File: src/rtl/store_data_aligner.sv
// MEM-stage store aligner: truncates SB/SH/SW data onto byte lanes with enables
// and queues word writes in a FIFO that drains over valid/ready. Optional macro
// STORE_MISALIGN_EXC_EN rejects misaligned stores and pulses st_err instead.
module store_data_aligner #(
    parameter int DEPTH = 4,
    parameter int AW    = 32
) (
    input  logic                   clk,
    input  logic                   rst,
    input  logic                   st_valid,
    output logic                   st_ready,
    input  logic [1:0]             st_size,
    input  logic [AW-1:0]          st_addr,
    input  logic [31:0]            st_data,
    output logic                   mem_valid,
    input  logic                   mem_ready,
    output logic [AW-1:0]          mem_addr,
    output logic [31:0]            mem_wdata,
    output logic [3:0]             mem_be,
    output logic [$clog2(DEPTH):0] q_count,
    output logic                   q_empty
`ifdef STORE_MISALIGN_EXC_EN
    ,
    output logic                   st_err
`endif
);

    localparam int PW = $clog2(DEPTH);
    localparam logic [PW:0] FULL = (PW+1)'(DEPTH);

    logic [AW-1:0] addr_q [DEPTH];
    logic [31:0]   data_q [DEPTH];
    logic [3:0]    be_q   [DEPTH];
    logic [PW-1:0] wr_ptr, rd_ptr;
    logic [PW:0]   count;
    logic [31:0]   lane_data;
    logic [3:0]    lane_be;
    logic          push, pop;

    // Each byte lane picks its source byte and enable from size and offset.
    for (genvar i = 0; i < 4; i++) begin : g_lane
        assign lane_data[8*i+:8] = (st_size == 2'b00) ? st_data[7:0] :
                                   (st_size == 2'b01) ? st_data[8*(i%2)+:8] :
                                                        st_data[8*i+:8];
        assign lane_be[i] = (st_size == 2'b00) ? (st_addr[1:0] == 2'(i)) :
                            (st_size == 2'b01) ? (st_addr[1] == 1'(i/2)) :
                                                 1'b1;
    end

`ifdef STORE_MISALIGN_EXC_EN
    logic mis;
    assign mis  = (st_size == 2'b01) ? st_addr[0] :
                  st_size[1]         ? (|st_addr[1:0]) : 1'b0;
    assign push = st_valid && st_ready && !mis;

    always_ff @(posedge clk or posedge rst) begin
        if (rst) st_err <= 1'b0;
        else     st_err <= st_valid && st_ready && mis;
    end
`else
    assign push = st_valid && st_ready;
`endif

    assign pop       = mem_valid && mem_ready;
    assign st_ready  = (count != FULL);
    assign mem_valid = (count != '0);
    assign q_empty   = (count == '0);
    assign q_count   = count;
    assign mem_addr  = addr_q[rd_ptr];
    assign mem_wdata = data_q[rd_ptr];
    assign mem_be    = be_q[rd_ptr];

    // Storage is cleared on reset so the mem_* outputs read zero afterwards.
    always_ff @(posedge clk or posedge rst) begin
        if (rst) begin
            wr_ptr <= '0;
            rd_ptr <= '0;
            count  <= '0;
            for (int k = 0; k < DEPTH; k++) begin
                addr_q[k] <= '0;
                data_q[k] <= '0;
                be_q[k]   <= '0;
            end
        end else begin
            if (push) begin
                addr_q[wr_ptr] <= {st_addr[AW-1:2], 2'b00};
                data_q[wr_ptr] <= lane_data;
                be_q[wr_ptr]   <= lane_be;
                wr_ptr         <= wr_ptr + PW'(1);
            end
            if (pop)
                rd_ptr <= rd_ptr + PW'(1);
            if (push && !pop)
                count <= count + (PW+1)'(1);
            else if (!push && pop)
                count <= count - (PW+1)'(1);
        end
    end

endmodule

File: config.mk
export PLATFORM = sky130hd
export DESIGN_NAME = store_data_aligner
export DESIGN_NICKNAME = d
export VERILOG_FILES = /design/src/rtl/store_data_aligner.sv
export SDC_FILE = /design/constraint.sdc
export NUM_CORES = 1
export LEC_CHECK = 0
export BUFFER_PORTS_ARGS = -buffer_cell sky130_fd_sc_hd__buf_2
export CAP_MARGIN = 20
export CORE_UTILIZATION = 35
export CTS_CLUSTER_SIZE = 20
export DETAILED_ROUTE_END_ITERATION = 12
export SKIP_CTS_REPAIR_TIMING = 1
export SYNTH_ARGS = -nofsm -noshare
export SYNTH_HDL_FRONTEND = slang
export SYNTH_SLANG_ARGS = --single-unit
File: constraint.sdc
create_clock -name clk -period 15.7 [get_ports clk]
set_input_delay 0.785 -clock clk [delete_from_list [all_inputs] [get_ports clk]]
set_output_delay 0.785 -clock clk [all_outputs]
set_load 0.02 [all_outputs]
### After elaboration in Yosys (flattened, before gate mapping)

Index checks and enable logic that the tools add are counted.

| storage, ports and cells | value |
|---|---|
| register bits after elaboration | 279 |
| input port bits | 70 |

| cells by class | value |
|---|---|
| add/subtract/negate cells | 4 |
| order comparisons | 3 |
| equal/unequal tests | 5 |
| mux-type cells | 29 |
| bitwise logic cells | 3 |
| reduce and logical (&&, ||, !) cells | 12 |

Operators by type and width:

| cell | number |
|---|---|
| $bwmux W128 | 2 |
| $mux W32 | 5 |
| $bmux W32 S2 | 2 |
| $demux W32 S2 | 1 |
| $mux W8 | 5 |
| $bwmux W16 | 1 |
| $mux W4 | 3 |
| $bmux W4 S2 | 1 |
| $demux W4 S2 | 1 |
| $ge A3 B3 Y1 const B | 2 |
| $mux W1 | 6 |
| $mux W3 | 2 |
| $not A2 Y3 | 2 |
| $logic_and A1 B1 Y1 | 5 |
| $add A2 B1 Y2 const B | 2 |
| $eq A2 B1 Y1 const B | 2 |
| $eq A2 B2 Y1 const B | 2 |
| $logic_not A2 Y1 | 2 |
| $add A3 B1 Y3 const B | 1 |
| $logic_not A3 Y1 | 1 |
| $lt A3 B1 Y1 const B | 1 |
| $ne A3 B3 Y1 const B | 1 |
| $reduce_bool A3 Y1 | 1 |
| $sub A3 B1 Y3 const B | 1 |
| 3 further kinds | 4 |

### Depth between registers and ports, before layout

| depth | value |
|---|---|
| depth after elaboration | 6 |
| depth in mapped cells | 9 |

### Least setup slack after synthesis

Ideal clock, no wire load.

| path | value |
|---|---|
| path type | reg2out |
| start | reg rd_ptr[0] |
| end | out mem_addr[16] |
| arrival time | 1.577 ns |
| slack | 13.338 ns |
| stages on the path, launching flop included | 5 |
| cell sequence | dfrtp_1 clkbuf_1 buf_2 buf_4 mux4_2 |

| between the ends | value |
|---|---|
| longest elaborated chain between the ends | 4 |

Ends and longest elaborated chain:

| item | RTL line | text |
|---|---|---|
| start: declaration | 34 | `logic [PW-1:0] wr_ptr, rd_ptr;` |
| start signal: assignment | 92 | `rd_ptr <= rd_ptr + PW'(1);` |
| $not A2 Y3 (implied by the code) | 69 | `assign mem_addr = addr_q[rd_ptr];` |
| $bmux W32 S2 | 69 |  |
| $mux W32 (implied by the code) (2 in a row) | 69 |  |
| end: declaration | 17 | `output logic [AW-1:0] mem_addr,` |

Every way passes these cells. The select of a mux whose other input is x is not followed.

### Worst setup path in the final report

| path | value |
|---|---|
| start | reg rd_ptr[1] |
| end | out mem_wdata[9] |

| between the ends | value |
|---|---|
| longest elaborated chain between the ends | 4 |

Ends and longest elaborated chain:

| item | RTL line | text |
|---|---|---|
| $not A2 Y3 (implied by the code) | 70 | `assign mem_wdata = data_q[rd_ptr];` |
| $bmux W32 S2 | 70 |  |
| $mux W32 (implied by the code) (2 in a row) | 70 |  |
| end: declaration | 18 | `output logic [31:0] mem_wdata,` |

Every way passes these cells. The select of a mux whose other input is x is not followed.

==> flow_summary.json <==
{
  "status": "finished, final reports clean",
  "crit_path_max_incr_delay_ns": 0.73,
  "root_buffer": "clkbuf_16",
  "yosysWarnings": 0,
  "ios": 144,
  "drive_gt1_frac": 0.416,
  "die_h_um": 189,
  "viasPerCell": 5.30,
  "synth_top_area_share": 0.553,
  "seqPwrFrac": 0.359,
  "vias": 7771,
  "drt-total-wl_mm": 31.2,
  "r2r_start": "q_count[0]",
  "finalCriticalPeriod_ns": 3.58,
  "synthAdderAreaFrac": 0.00673,
  "die_x_um": 189,
  "synthMuxAreaShare": 0.295,
  "clk_pin_slew_ns": 0.05,
  "antenna_left": 0,
  "max-vdd-ir-drop_mv": 0.136,
  "synth_area_per_cell_um2": 14.3,
  "synth_seq_cells": 271,
  "synth_ff_type": "dfrtp_1",
  "swShare": 0.362,
  "clock_sinks": 271,
  "nets": 1062,
  "wl_met1_mm": 13.9,
  "grt-ovfl-total": 0,
  "dp_hpwl_mm": 18.2,
  "critPathSlowestCell": "buf_4",
  "synth_area_mm2": 0.0123,
  "path_buf_inv": 2,
  "synth_xor_area_frac": 0.00428,
  "detail_route.wl_per_cell_um": 21.3,
  "synth_most_common_cell": "dfrtp_1",
  "io_buffers": 141,
  "clockPowerShare": 0.225,
  "slew_viol_final": 0,
  "worstPathMaxFanout": 44,
  "die_area_mm2": 0.0358,
  "leakagePower_nw": 6.23,
  "synth_top_family_by_area": "multiplexers",
  "p_sw_mw": 1.25,
  "grt_pass1_vias": 8249,
  "fmax_mhz": 280,
  "ys_seq_area_frac": 0.553,
  "grt_max_degree": 121,
  "syn_inst": 861,
  "reg2reg_depth": 6,
  "htree_num_levels": 2,
  "cts_buffer_depth": 3,
  "crit_chain": "buf_4 > mux4_2 > buf_2",
  "start_kind": "flip-flop",
  "initial_core_util": 0.355,
  "timing.final.crit_share": 0.228,
  "wl_met3_mm": 1.74,
  "hold_viol": 0,
  "ys_top_cells_by_count": "271 x dfrtp_1, 219 x o21ai_0, 111 x mux2_2",
  "finClkSkew_ns": 0.0179,
  "post-synth-top-area-cell": "dfrtp_1",
  "synth-compound-area-share": 0.0934,
  "grt.total_usage": 0.179,
  "dr.first_iter.drc_count": 446,
  "maxSlewHeadroom": 0.240,
  "final_util": 0.418,
  "worst_pin_slew_ns": 1.14,
  "synth_edf_count": 0,
  "firstDrtPassIters": 5,
  "gp_congestion": 0.752,
  "synthDistinctLibCells": 34,
  "hold_path.class": "input port to async pin",
  "cts_tree": "yes",
  "rsz0062_at_grt": "no",
  "reg2reg_to": "data_q[101]",
  "top_layer": "met5",
  "cts_buffers": 34,
  "crit_type": "flip-flop to primary output",
  "antenna_cells": 0,
  "required_ns": 14.91,
  "power_frac_comb": 0.417,
  "clock_latency_ns": 0.52,
  "r2r_setup_slack_ns": 12.32,
  "wl_met2_mm": 14.8,
  "setup_violations": 0,
  "worstPathArrival_ns": 2.79,
  "grt_antenna_before_repair": 1,
  "max_cap_violations": 0,
  "grt_pass1_wl_mm": 49.3,
  "async_flop_share": 1.00,
  "num_rows": 68,
  "yosys.area_share.simple": 0.0113,
  "synthTopCellsByArea": "dfrtp_1 55%, mux4_2 12%, mux2_2 10%",
  "setup_tns_ns": 0,
  "p_int_mw": 2.20,
  "cp-end-kind": "primary output",
  "drc": 0,
  "area_growth_pct": 17.7,
  "powerDensity_mw_per_mm2": 239,
  "core_mm2": 0.0345,
  "critical-path-top-delay-family": "buffers and inverters"
}
-- layer usage --
metal,GRT usage,up-vias
met5,0,-
met4,0.0555,2
met3,0.0352,49
met2,0.285,205
met1,0.246,4079
li1,-,3436
-- worst max path at each step --
| stage | slack (ns) | depth (start not counted) | from | end |
|---|---|---|---|---|
| 2_1_floorplan | 7.45 | 1 | rst | addr_q[100] |
| 3_3_place_gp | 12.33 | 6 | q_count[0] | data_q[101] |
| 3_5_place_dp | 12.26 | 6 | q_count[0] | data_q[101] |
| 4_1_cts | 11.87 | 3 | rd_ptr[0] | mem_wdata[30] |
| 5_1_grt | 12.01 | 3 | rd_ptr[1] | mem_wdata[9] |
| 6_report | 12.12 | 3 | rd_ptr[1] | mem_wdata[9] |
-- power groups by stage --
stage          Clock (mW)  Sequential (mW)  Combinational (mW)
6_report            0.774             1.24                1.44
5_1_grt             0.825             1.28                1.56
4_1_cts             0.796             1.24                1.45
3_5_place_dp            0             1.25                1.45
3_3_place_gp            0             1.24                1.43
2_1_floorplan           0             1.17                1.11
-- cell usage in the layout (no fill, tap or decap), drive strengths merged, types with 2 or more instances in the layout --
cell type / Yosys / layout
dfrtp: 271 / 271
o21ai: 225 / 225
mux2: 161 / 161
buf: 41 / 157
mux4: 66 / 66
clkbuf: 28 / 51
mux2i: 24 / 24
inv: 7 / 10
nand3: 6 / 6
nand2: 5 / 5
ha: 5 / 5
clkinv: 0 / 5
nor2: 5 / 5
xnor2: 4 / 4
a21oi: 4 / 4
xor2: 2 / 2
conb: 1 / 2
-- area by class of cell --
class                      count  area, um^2
fill                        3268       20100
sequential                   271        6790
multi-input combinational    515        5050
clock buffer                  51        1020
timing repair buffer         157         866
tap                          455         569
clock inverter                10         100
inverter                       7        36.3
-- cells by family (layout without fill, tap and decap cells) --
kind of cell	count (synthesis)	after routing
DFF	271	271
muxes	251	251
AOI/OAI and AO/OA	229	229
buffers and inverters	76	225
and+or+nand+nor	21	21
adders and majority gates	6	6
xor gates and xnor gates	6	6
other	1	2
-- sequential cells by signal, summed over array words and instances (netlist names) --
register,flops
addr_q,120
be_q,16
data_q,128
q_count,3
rd_ptr,2
wr_ptr,2
-- through the flow --
stage	hold WS (ns)	power [mW]	cell area [um^2]	cells	setup WS [ns]
after CTS	0.487	3.49	14400	1464	11.87
final	0.470	3.45	14400	1466	12.12
after global routing	0.495	3.67	14400	1466	12.01
after global placement	0.470	2.66	13300	1403	12.33
after detailed placement	0.475	2.70	13300	1403	12.26
after floorplan	0.456	2.28	12300	862	7.45
Note: power is estimated with default switching activity, not from simulation.
